File: src/rtl/key_match_sequencer.sv
// key_match_sequencer: steers a 16-bit candidate key, one nibble per handshake,
// through an external 4-bit comparator, accumulates the chunk results and
// issues a one-cycle unlock/fail verdict with consecutive-failure tracking.
// Optional feature macro: CITADEL_LOCKOUT_EN builds the timed lockout state.
module key_match_sequencer #(
  parameter int unsigned MAX_FAILS      = 3,
  parameter int unsigned LOCKOUT_CYCLES = 255
) (
  input  logic        clk,
  input  logic        rst,
  input  logic        key_valid,
  input  logic [3:0]  key_nibble,
  output logic        key_ready,
  input  logic        abort,
  input  logic [15:0] ref_key,
  output logic [3:0]  cmp_a,
  output logic [3:0]  cmp_b,
  input  logic        cmp_eq,
  output logic        unlock,
  output logic        fail,
  output logic        locked,
  output logic        busy,
  output logic [2:0]  fail_count
);

  localparam int unsigned IDX_W = 2;
  localparam int unsigned CNT_W = 16;
  localparam int unsigned FC_W  = 3;
  localparam logic [FC_W-1:0] FC_SAT = FC_W'(7);

  localparam bit P_CFG_OK = (MAX_FAILS >= 1) && (MAX_FAILS <= 7) &&
                            (LOCKOUT_CYCLES >= 1) && (LOCKOUT_CYCLES <= 65535);

`ifdef CITADEL_LOCKOUT_EN
  typedef enum logic [1:0] {
    S_COLLECT = 2'd0,
    S_VERDICT = 2'd1,
    S_LOCKOUT = 2'd2
  } state_t;
`else
  typedef enum logic [1:0] {
    S_COLLECT = 2'd0,
    S_VERDICT = 2'd1
  } state_t;
`endif

  state_t            r_state;
  state_t            w_state_nx;
  logic [IDX_W-1:0]  r_idx;
  logic              r_acc;
  logic              r_unlock;
  logic              r_fail;
  logic [FC_W-1:0]   r_fail_count;
`ifdef CITADEL_LOCKOUT_EN
  logic [CNT_W-1:0]  r_lock_cnt;
`endif

  logic              w_hs;
  logic              w_last;
  logic              w_final;
  logic [FC_W-1:0]   w_fc_inc;

  assign w_hs    = key_valid && key_ready;
  assign w_last  = w_hs && (r_idx == IDX_W'(3));
  assign w_final = r_acc & cmp_eq;

`ifdef CITADEL_LOCKOUT_EN
  // count never exceeds MAX_FAILS here: reaching it forces lockout, which clears it
  assign w_fc_inc = r_fail_count + FC_W'(1);
`else
  assign w_fc_inc = (r_fail_count == FC_SAT) ? FC_SAT : (r_fail_count + FC_W'(1));
`endif

  // state register
  always_ff @(posedge clk) begin
    if (rst) begin
      r_state <= S_COLLECT;
    end else begin
      r_state <= w_state_nx;
    end
  end

  // next-state decode
  always_comb begin
    w_state_nx = r_state;
    case (r_state)
      S_COLLECT: begin
        if (w_last) begin
          w_state_nx = S_VERDICT;
        end
      end
      S_VERDICT: begin
`ifdef CITADEL_LOCKOUT_EN
        // r_fail/r_fail_count already reflect this verdict
        if (r_fail && (r_fail_count == FC_W'(MAX_FAILS))) begin
          w_state_nx = S_LOCKOUT;
        end else begin
          w_state_nx = S_COLLECT;
        end
`else
        w_state_nx = S_COLLECT;
`endif
      end
`ifdef CITADEL_LOCKOUT_EN
      S_LOCKOUT: begin
        if (r_lock_cnt <= CNT_W'(1)) begin
          w_state_nx = S_COLLECT;
        end
      end
`endif
      default: begin
        w_state_nx = S_COLLECT;
      end
    endcase
  end

  // output decode: handshake, comparator steering and status flags
  always_comb begin
    key_ready = (r_state == S_COLLECT) && !abort;
    cmp_a     = key_nibble;
    case (r_idx)
      2'd0:    cmp_b = ref_key[15:12];
      2'd1:    cmp_b = ref_key[11:8];
      2'd2:    cmp_b = ref_key[7:4];
      default: cmp_b = ref_key[3:0];
    endcase
    busy = (r_idx != IDX_W'(0)) || (r_state == S_VERDICT);
`ifdef CITADEL_LOCKOUT_EN
    locked = (r_state == S_LOCKOUT);
`else
    locked = 1'b0;
`endif
  end

  // chunk index, match accumulator, verdict pulses and failure count
  always_ff @(posedge clk) begin
    if (rst) begin
      r_idx        <= '0;
      r_acc        <= 1'b1;
      r_unlock     <= 1'b0;
      r_fail       <= 1'b0;
      r_fail_count <= '0;
      assert (P_CFG_OK) else $error("key_match_sequencer: parameter out of range");
    end else begin
      r_unlock <= 1'b0;
      r_fail   <= 1'b0;
      case (r_state)
        S_COLLECT: begin
          if (abort) begin
            r_idx <= '0;
            r_acc <= 1'b1;
          end else if (w_hs) begin
            if (r_idx == IDX_W'(3)) begin
              // final chunk: latch verdict and rearm for the next entry
              r_idx    <= '0;
              r_acc    <= 1'b1;
              r_unlock <= w_final;
              r_fail   <= !w_final;
              r_fail_count <= w_final ? '0 : w_fc_inc;
            end else begin
              r_idx <= r_idx + IDX_W'(1);
              r_acc <= w_final;
            end
          end
        end
`ifdef CITADEL_LOCKOUT_EN
        S_LOCKOUT: begin
          if (r_lock_cnt <= CNT_W'(1)) begin
            r_fail_count <= '0;
            r_acc        <= 1'b1;
          end
        end
`endif
        default: begin
        end
      endcase
    end
  end

`ifdef CITADEL_LOCKOUT_EN
  // lockout timer: loaded on entry, counts down once per locked cycle
  always_ff @(posedge clk) begin
    if (rst) begin
      r_lock_cnt <= '0;
    end else if ((r_state == S_VERDICT) && (w_state_nx == S_LOCKOUT)) begin
      r_lock_cnt <= CNT_W'(LOCKOUT_CYCLES);
    end else if ((r_state == S_LOCKOUT) && (r_lock_cnt != '0)) begin
      r_lock_cnt <= r_lock_cnt - CNT_W'(1);
    end
  end
`endif

  assign unlock     = r_unlock;
  assign fail       = r_fail;
  assign fail_count = r_fail_count;

endmodule
File: config.mk
export PLATFORM = sky130hd
export DESIGN_NAME = key_match_sequencer
export DESIGN_NICKNAME = d
export VERILOG_FILES = /design/src/rtl/key_match_sequencer.sv
export SDC_FILE = /design/constraint.sdc
export NUM_CORES = 1
export LEC_CHECK = 0
export CAP_MARGIN = 30
export CORE_MARGIN = 3
export CORE_UTILIZATION = 32
export CTS_BUF_LIST = sky130_fd_sc_hd__clkbuf_4
export DETAILED_ROUTE_END_ITERATION = 8
export GPL_TIMING_DRIVEN = 0
export PLACE_DENSITY = 0.77
export RECOVER_POWER = 50
export SETUP_SLACK_MARGIN = 0.1
export SKIP_CTS_REPAIR_TIMING = 1
export SLEW_MARGIN = 20
export SYNTH_ARGS = -nofsm -noshare
export SYNTH_HDL_FRONTEND = slang
export SYNTH_SLANG_ARGS = --single-unit
File: constraint.sdc
create_clock -name clk -period 1.5 [get_ports clk]
set_clock_uncertainty 0.15 [all_clocks]
set_input_delay 0.375 -clock clk [delete_from_list [all_inputs] [get_ports clk]]
set_output_delay 0.375 -clock clk [all_outputs]
set_load 0.1 [all_outputs]
==> Word-level counts from Yosys, hierarchy flattened <==
Cells that the tools add are included.
W data, S select, Z words.
{ "classes": {"n_addsub": 2, "n_eq_ne": 4, "mux": 9, "bitwise_logic": 5, "reduce_logical": 14} }
{ "ops": {"columns": ["operator", "n"], "rows": [
  ["$pmux W4 S3", 1],
  ["$mux W2", 3],
  ["$mux W3", 2],
  ["$reduce_or A5 Y1", 1],
  ["$eq A2 B2 Y1 const B", 2],
  ["$logic_not A2 Y1", 2],
  ["$not A1 Y1", 4],
  ["$reduce_and A4 Y1", 1],
  ["$reduce_bool A2 Y1", 2],
  ["$add A3 B1 Y3 const B", 1],
  ["$eq A3 B3 Y1 const B", 1],
  ["$logic_and A1 B1 Y1", 3],
  ["$mux W1", 3],
  ["$add A2 B1 Y2 const B", 1],
  ["$eq A2 B1 Y1 const B", 1],
  ["$logic_not A1 Y1", 2],
  ["$reduce_and A2 Y1", 1],
  ["$reduce_or A2 Y1", 1],
  ["$and A1 B1 Y1", 1],
  ["$logic_or A1 B1 Y1", 1]
]} }
{ "word_totals": {"reg_bits": 9, "inputBits": 25, "out_inout_bits": 16} }

==> Logic depth before layout (Yosys ltp) <==
Gate-level depths: netlist of the first run.
{ "logic_depth": {"word_depth": 5, "ltp_mapped": 5, "ltp_nobuf": 4} }

==> Worst setup path before layout of the first run <==
Ideal clock, no wire load.
{ "synth_path": {"kind": "flip-flop to output port", "startpoint": "register r_idx[0]", "endpoint": "output port cmp_b[0]", "t_arrival_ns": 2.271, "required_ns": 0.975, "setup_slack_ns": -1.296, "path_stages_with_launch": 4, "path_buffers": 1, "cell_sequence": "dfxtp_1 > ha_1 > buf_4 > mux2i_1"} }
{ "synth_via": {"elab_chain_cells": 2, "word_cells_on_any_way": 4, "classes_between": "eq/ne (2); mux (1); reduce/logical (1)"} }
{ "synth_rtl": {"columns": ["element", "line", "rtl"], "rows": [
  ["from (decl)", "49", "logic [IDX_W-1:0] r_idx;"],
  ["from (signal assigned)", "161", "r_idx <= r_idx + IDX_W'(1);"],
  ["$eq A2 B2 Y1 (tied with other cells)", "121", "case (r_idx)"],
  ["$pmux W4 S3 (*)", "121", null],
  ["to (decl)", "17", "output logic [3:0] cmp_b,"]
]} }
Every way passes the cells marked *; elsewhere a longest branch is shown, timed or not.

==> Worst setup path after layout of the first run <==
{ "layout_path": {"startpoint": "register r_idx[0]", "endpoint": "output port cmp_b[2]"} }
The elaborated chain is that of the path after synthesis.

==> results of run 1 <==
[cell usage after synthesis, drive strengths merged]
library cell,count
a311oi,1
buf,6
nand2b,5
nor4b,1
nand2,2
and4bb,1
nor2,5
o22ai,1
a22o,1
a32oi,2
ha,5
nand3,1
inv,7
mux2i,4
a21o,2
dfxtp,9
a222oi,4
o21bai,2
conb,1
a21oi,4
[final cells by class]
class / count / area (µm²)
flip-flops and latches: 9 / 205
multi-input cells: 42 / 480
inverters: 7 / 31.3
plain buffers: 6 / 57.6
fillers: 118 / 368
clock buffers: 4 / 30.0
repair buffers: 38 / 409
well taps: 24 / 30.0
[cell families (layout without fill, tap and decap cells)]
| logic type | Yosys count | count (layout) | synth area share [%] |
|---|---|---|---|
| AOI/OAI and AO/OA | 17 | 17 | 24.1 |
| and+or+nand+nor | 15 | 15 | 14.9 |
| buffers and inverters | 13 | 55 | 12.2 |
| DFF | 9 | 9 | 30.7 |
| adders and majority gates | 5 | 5 | 10.7 |
| muxes | 4 | 4 | 6.82 |
| other | 1 | 1 | 0.639 |
[worst register-to-register path, cell delays in order (launching register included)]
cell and delay (ps):
dfxtp_4 370, buf_4 150, ha_4 150, buf_12 140
buf_4 140, nor4b_4 230, o21bai_1 90, a21o_1 170
[power breakdown]
group	internal, mW	switching, mW	leakage, nW
clock	0.120	0.0801	0.0184
sequential	0.232	0.00544	0.0786
combinational	0.143	0.211	0.420
total	0.496	0.297	0.517
[flip-flops by register name (all words and copies together) (netlist names)]
name	count
fail	1
unlock	1
r_state	1
r_idx	2
fail_count	3
r_acc	1
[layer usage]
metal | routed length (µm) | vias up
met5 | 0 | -
met1 | 786 | 288
met2 | 835 | 36
li1 | - | 313
met3 | 131 | 4
met4 | 25 | 0
[through the flow]
step	util, %	setup slack [ps]
finish	77.2	-678
detailed placement	68.7	-1380
CTS	70.6	-1490
floorplan	-	-367
global placement	68.7	-1390
global route	77.2	-806
[final timing paths]
path / from / end / slack [ps] / cells after the start
max: r_idx[0] / cmp_b[2] / -680 / 5
min: fail_count[1] / fail_count[1] / 370 / 2
max reg2reg: r_idx[0] / r_acc / -190 / 7
min reg2reg: fail_count[1] / fail_count[1] / 370 / 2
==> flow_summary.toml, run 1 <==
[critical_path]
worstPathArrival_ps = 1650
worst_path_dominant_cell_family = "compound AO/OA/AOI/OAI gates"
worstSetupEndpointType = "output port"
critPathLaunchType = "flip-flop"
slowest_stage = "a222oi_1"
critPathMaxFanout = 5
required_ps = 970
max_stage_delay_ps = 470
crit_chain = "inv_4, ha_4, a222oi_1, mux2i_4, buf_6"
crit_type = "reg2out"
worst-path-buf-inv = 2

[placement]
place_area_um2 = 1110
dp_cells = 123
portBuffers = 35
finalWeightedCongestion = 0.688
dp_hpwl_um = 1340

[clocking]
h-tree-depth = 1
cts-root-buf = "clkbuf_4"
clock_latency_ps = 260
clock_path_buffers = 2
cts_buffers = 3
cts.sinks = 9
path_clk_slew_ps = 60
tritoncts = "yes"

[sta]
setup_viol = 9
fin_setup_tns_ps = -3200
tightest_slew_ps = 541
slew_violations = 0
timing.final.hold_violations = 0
layout_min_cycle_time_ps = 2180
max_freq_mhz = 459
fin_ws_ps = -678
whs_ps = 367
slew-limit-headroom_pct = 64.1
rsz0062_at_grt = "yes"
finalCritPeriodShare_pct = 145

[global_routing]
grt_pass1_vias = 687
grt_pass1_wl_um = 2960
antenna_found_initial = 0
grt_usage_pct = 15.8
overflow = 0
grt_use_met2_pct = 28.1
gr-usage-met3_pct = 4.28
grt_max_degree = 9
busiest_layer = "met2"
use_met1_pct = 16.9

[run_status]
run_status = "finished with violations"
violations = "negative setup slack"

[yosys]
synth.top_cell.area_share_pct = 30.7
ys_top_cells_by_area = "dfxtp_1, ha_1, buf_4"
ys.warnings.count = 0
yosysUniqueCellTypes = 21
synth_seq_cells = 9
synthCells = 64
yosysTopAreaCell = "dfxtp_1"
yosysSeqAreaShare_pct = 30.7
synth_nets = 94
avgSynthCellArea_um2 = 9.17
synthesis.area_um2 = 587

[detailed_routing]
wl_per_cell_um = 13.7
vias_per_cell = 4.93
drcViolationCount = 0
drt.antenna.violating_nets = 0
finalWirelength_um = 1780
initialDrtViolationCount = 11
dr.pass1.iters = 4
num_vias = 641

[floorplan]
core_area_um2 = 1610
ioPinCount = 41
die-area_um2 = 2380
die_width_um = 48.8
die_y_um = 48.8
start_util_pct = 36.4
rows = 14

[layout]
final_layout_size_suffix_gt1_share_pct = 51.9
syn2layout_area_growth_pct = 112
antennaDiodeCount = 0
final_common_cell = "clkdlybuf4s50_1"
stdcell_count = 130
nNetsFinal = 137
final_cell_mix = "clkdlybuf4s50_1, buf_4, buf_12, dfxtp_4"
final_cell_area_um2 = 1240

[pwr]
p_leak_nw = 0.517
powerDensity_nw_per_um2 = 637
power_mw = 0.792
ir_drop_uv = 539

[job]
drv_cap = 0

[min_path]
hp-class = "reg2reg"
No activity file was read; power rests on OpenSTA's default activity.
==> run 2, diff against run 1 <==
--- a/config.mk
+++ b/config.mk
@@ -6,7 +6,7 @@
 export NUM_CORES = 1
 export LEC_CHECK = 0
 export CAP_MARGIN = 30
-export CORE_MARGIN = 3
+export CORE_MARGIN = 2
 export CORE_UTILIZATION = 32
 export CTS_BUF_LIST = sky130_fd_sc_hd__clkbuf_4
 export DETAILED_ROUTE_END_ITERATION = 8
==> flow_summary.toml, run 2 (synthesized netlist as in run 1, its figures left out) <==
[floorplan]
rows = 15
die_y_um = 46.8
core_area_um2 = 1730
ioPinCount = 41
die-area_um2 = 2190
start_util_pct = 34.0
die_width_um = 46.8

[placement]
portBuffers = 35
pre_cts_ws_ps = -1370
dp_hpwl_um = 1340
finalWeightedCongestion = 0.704
place_area_um2 = 1110

[global_routing]
antenna_found_initial = 0
grt_max_degree = 9
grt_usage_pct = 15.4
grt_pass1_vias = 585
grt_pass1_wl_um = 2390
overflow = 0

[critical_path]
worstPathArrival_ps = 1690
required_ps = 970
worstSetupEndpointType = "output port"
crit_type = "reg2out"
critPathMaxFanout = 5
critPathLaunchType = "flip-flop"

[clocking]
cts-root-buf = "clkbuf_4"
tritoncts = "yes"
clock_path_buffers = 2
h-tree-depth = 1
cts.sinks = 9
path_clk_slew_ps = 60
clock_latency_ps = 250
cts_buffers = 3

[pwr]
powerDensity_nw_per_um2 = 643
p_leak_nw = 0.513
p_sw_share_pct = 37.3
combPwrFrac_pct = 44.0
p_seq_share_pct = 30.7
switchingPower_mw = 0.294
ir_drop_uv = 566
p_int_mw = 0.495
power_mw = 0.789
p_clk_share_pct = 25.3

[sta]
max_freq_mhz = 451
fin_ws_ps = -718
slew_violations = 0
slew-limit-headroom_pct = 64.2
setup_viol = 10
layout_min_cycle_time_ps = 2220
rsz0062_at_grt = "yes"
tightest_slew_ps = 539
timing.final.hold_violations = 0
finalCritPeriodShare_pct = 148

[layout]
final_cell_mix = "clkdlybuf4s50_1, buf_4, inv_1, buf_12, clkbuf_4"
largest_register_ffs = 3
final_cell_area_um2 = 1230
antennaDiodeCount = 0
final_common_cell = "clkdlybuf4s50_1"
n_fill_cell = 142
final_layout_size_suffix_gt1_share_pct = 51.4
nNetsFinal = 136
syn2layout_area_growth_pct = 109

[min_path]
hp-class = "reg2reg"

[detailed_routing]
wl_per_cell_um = 13.0
num_vias = 637
initialDrtViolationCount = 13
finalWirelength_um = 1690
drcViolationCount = 0
vias_per_cell = 4.90
drt.antenna.violating_nets = 0
dr.pass1.iters = 4

[run_status]
violations = "negative setup slack"
run_status = "finished with violations"

[job]
drv_cap = 0
run 2: stage by stage:
step                      hold WS (ps)  util, %  instances  setup TNS [ps]
after floorplan                    284        -         64           -1790
after global placement             332     64.2        124          -13940
after detailed placement           356     64.2        124          -14160
after CTS                          363     65.9        128          -14520
after global routing               390     71.1        130           -3930
final                              372     71.1        130           -3340
run 2: cell type report:
| cell class | instances | area, µm² | area share (%) |
|---|---|---|---|
| multi-input combinational | 42 | 474 | 38.6 |
| sequential | 9 | 200 | 16.3 |
| inverter | 7 | 31.3 | 2.55 |
| tap | 25 | 31.3 | 2.55 |
| timing repair buffer | 37 | 403 | 32.8 |
| clock buffer | 4 | 30.0 | 2.45 |
| buffer | 6 | 57.6 | 4.69 |
run 2: per-layer routing:
| metal | vias up | wire length (µm) | track usage [%] |
|---|---|---|---|
| li1 | 311 | - | - |
| met2 | 38 | 810 | 31.2 |
| met1 | 286 | 617 | 13.3 |
| met4 | 0 | 6 | 6.67 |
| met5 | - | 0 | 0 |
| met3 | 2 | 251 | 5.00 |
run 2: power by group through the flow:
stage	Sequential [mW]	Combinational [mW]	Clock, mW
global placement	0.247	0.316	0
global route	0.243	0.359	0.214
finish	0.243	0.347	0.200
CTS	0.242	0.321	0.202
detailed placement	0.247	0.320	0
floorplan	0.246	0.219	0
run 2: path summary, 6_finish.rpt:
path | depth (start not counted) | end | startpoint | slack [ps]
setup reg to reg | 6 | fail_count[2] | r_idx[0] | -120
setup / recovery | 5 | cmp_b[2] | r_idx[0] | -720
hold / removal | 2 | fail_count[1] | fail_count[1] | 370
hold reg to reg | 2 | fail_count[1] | fail_count[1] | 370
run 2: worst max-delay path, cell delays in order (launching register included):
cell and delay (ps):
dfxtp_4 410, inv_4 60, ha_4 170, a222oi_1 480, mux2i_4 130, buf_12 190
==> run 3, diff against run 2 <==
--- a/config.mk
+++ b/config.mk
@@ -11,7 +11,7 @@
 export CTS_BUF_LIST = sky130_fd_sc_hd__clkbuf_4
 export DETAILED_ROUTE_END_ITERATION = 8
 export GPL_TIMING_DRIVEN = 0
-export PLACE_DENSITY = 0.77
+export PLACE_DENSITY = 0.73
 export RECOVER_POWER = 50
 export SETUP_SLACK_MARGIN = 0.1
 export SKIP_CTS_REPAIR_TIMING = 1
==> flow_summary.toml, run 3 (synthesized netlist as in run 1, its figures left out) <==
[pwr]
p_seq_share_pct = 30.2
combPwrFrac_pct = 43.6
ir_drop_uv = 611
p_clk_share_pct = 26.2
switchingPower_mw = 0.304
p_sw_share_pct = 38.0
p_int_mw = 0.496
p_leak_nw = 0.512
powerDensity_nw_per_um2 = 644
power_mw = 0.801

[placement]
portBuffers = 35
place_area_um2 = 1110
finalWeightedCongestion = 0.662
pre_cts_ws_ps = -1410
dp_cells = 124
dp_hpwl_um = 1310

[critical_path]
worstPathArrival_ps = 1700
worstSetupEndpointType = "output port"
critPathLaunchType = "flip-flop"
crit_chain = "inv_4, ha_4, a222oi_1, mux2i_4, buf_12"
crit_type = "reg2out"
required_ps = 970
slowest_stage = "a222oi_1"
critPathMaxFanout = 5
max_stage_delay_ps = 500

[sta]
slew-limit-headroom_pct = 64.1
setup_viol = 10
max_freq_mhz = 449
tightest_slew_ps = 541
fin_setup_tns_ps = -3470
fin_ws_ps = -729
timing.final.hold_violations = 0
slew_violations = 0
layout_min_cycle_time_ps = 2230
finalCritPeriodShare_pct = 149
rsz0062_at_grt = "yes"
whs_ps = 347

[run_status]
run_status = "finished with violations"
violations = "negative setup slack"

[detailed_routing]
drcViolationCount = 0
finalWirelength_um = 1750
num_vias = 627
wl_per_cell_um = 13.4
drt.antenna.violating_nets = 0
dr.pass1.iters = 4
initialDrtViolationCount = 11
vias_per_cell = 4.79

[floorplan]
die_width_um = 46.8
rows = 15
ioPinCount = 41
start_util_pct = 34.0
core_area_um2 = 1730
die-area_um2 = 2190
die_y_um = 46.8

[clocking]
h-tree-depth = 1
tritoncts = "yes"
cts.sinks = 9
cts-root-buf = "clkbuf_4"
path_clk_slew_ps = 60
clock_path_buffers = 2
clock_latency_ps = 270
cts_buffers = 3

[layout]
stdcell_count = 131
nNetsFinal = 137
syn2layout_area_growth_pct = 112
final_cell_area_um2 = 1240
final_layout_size_suffix_gt1_share_pct = 53.8
utilization_pct = 72.0
final_cell_mix = "clkdlybuf4s50_1, buf_4, buf_12, clkbuf_4, inv_1"
antennaDiodeCount = 0
largest_register_ffs = 3
final_common_cell = "clkdlybuf4s50_1"

[global_routing]
grt_max_degree = 9
grt_usage_pct = 15.2
grt_pass1_vias = 588
grt_pass1_wl_um = 2370
overflow = 0
antenna_found_initial = 0

[min_path]
hp-class = "reg2reg"

[job]
drv_cap = 0
## run 3: final timing paths
kind / from / to / slack [ps] / cells after the start
worst min register to register: fail_count[1] / fail_count[1] / 350 / 2
worst max register to register: r_idx[0] / r_acc / -190 / 7
worst min-delay path: fail_count[1] / fail_count[1] / 350 / 2
worst max-delay path: r_idx[0] / cmp_b[2] / -730 / 5
## run 3: critical path, delay by kind of cell (launching register included)
kind                     cells  cell delay [ps]
AO/OA/AOI/OAI                1              500
flip-flops                   1              390
buffers and inverters        2              240
adder cells (fa/ha/maj)      1              170
multiplexers                 1              130
## run 3: layer usage
layer	GRT usage, %	vias to the layer above	share of wire, %
met5	0	-	0
li1	-	313	-
met4	10.0	0	1.9
met3	3.08	5	12
met2	27.9	34	50
met1	15.3	275	37
## run 3: area by class of cell
cell class / instances / area, µm²
inverter: 7 / 31.3
sequential: 9 / 200
buffer: 6 / 57.6
clock buffer: 4 / 30.0
multi-input combinational: 42 / 490
timing repair buffer: 38 / 402
tap: 25 / 31.3
fill: 133 / 484
## run 3: power groups by stage
stage	logic (mW)	registers [mW]	clock network (mW)
finish	0.349	0.242	0.210
global route	0.363	0.242	0.222
CTS	0.320	0.241	0.215
detailed placement	0.319	0.247	0
global placement	0.316	0.247	0
floorplan	0.219	0.246	0
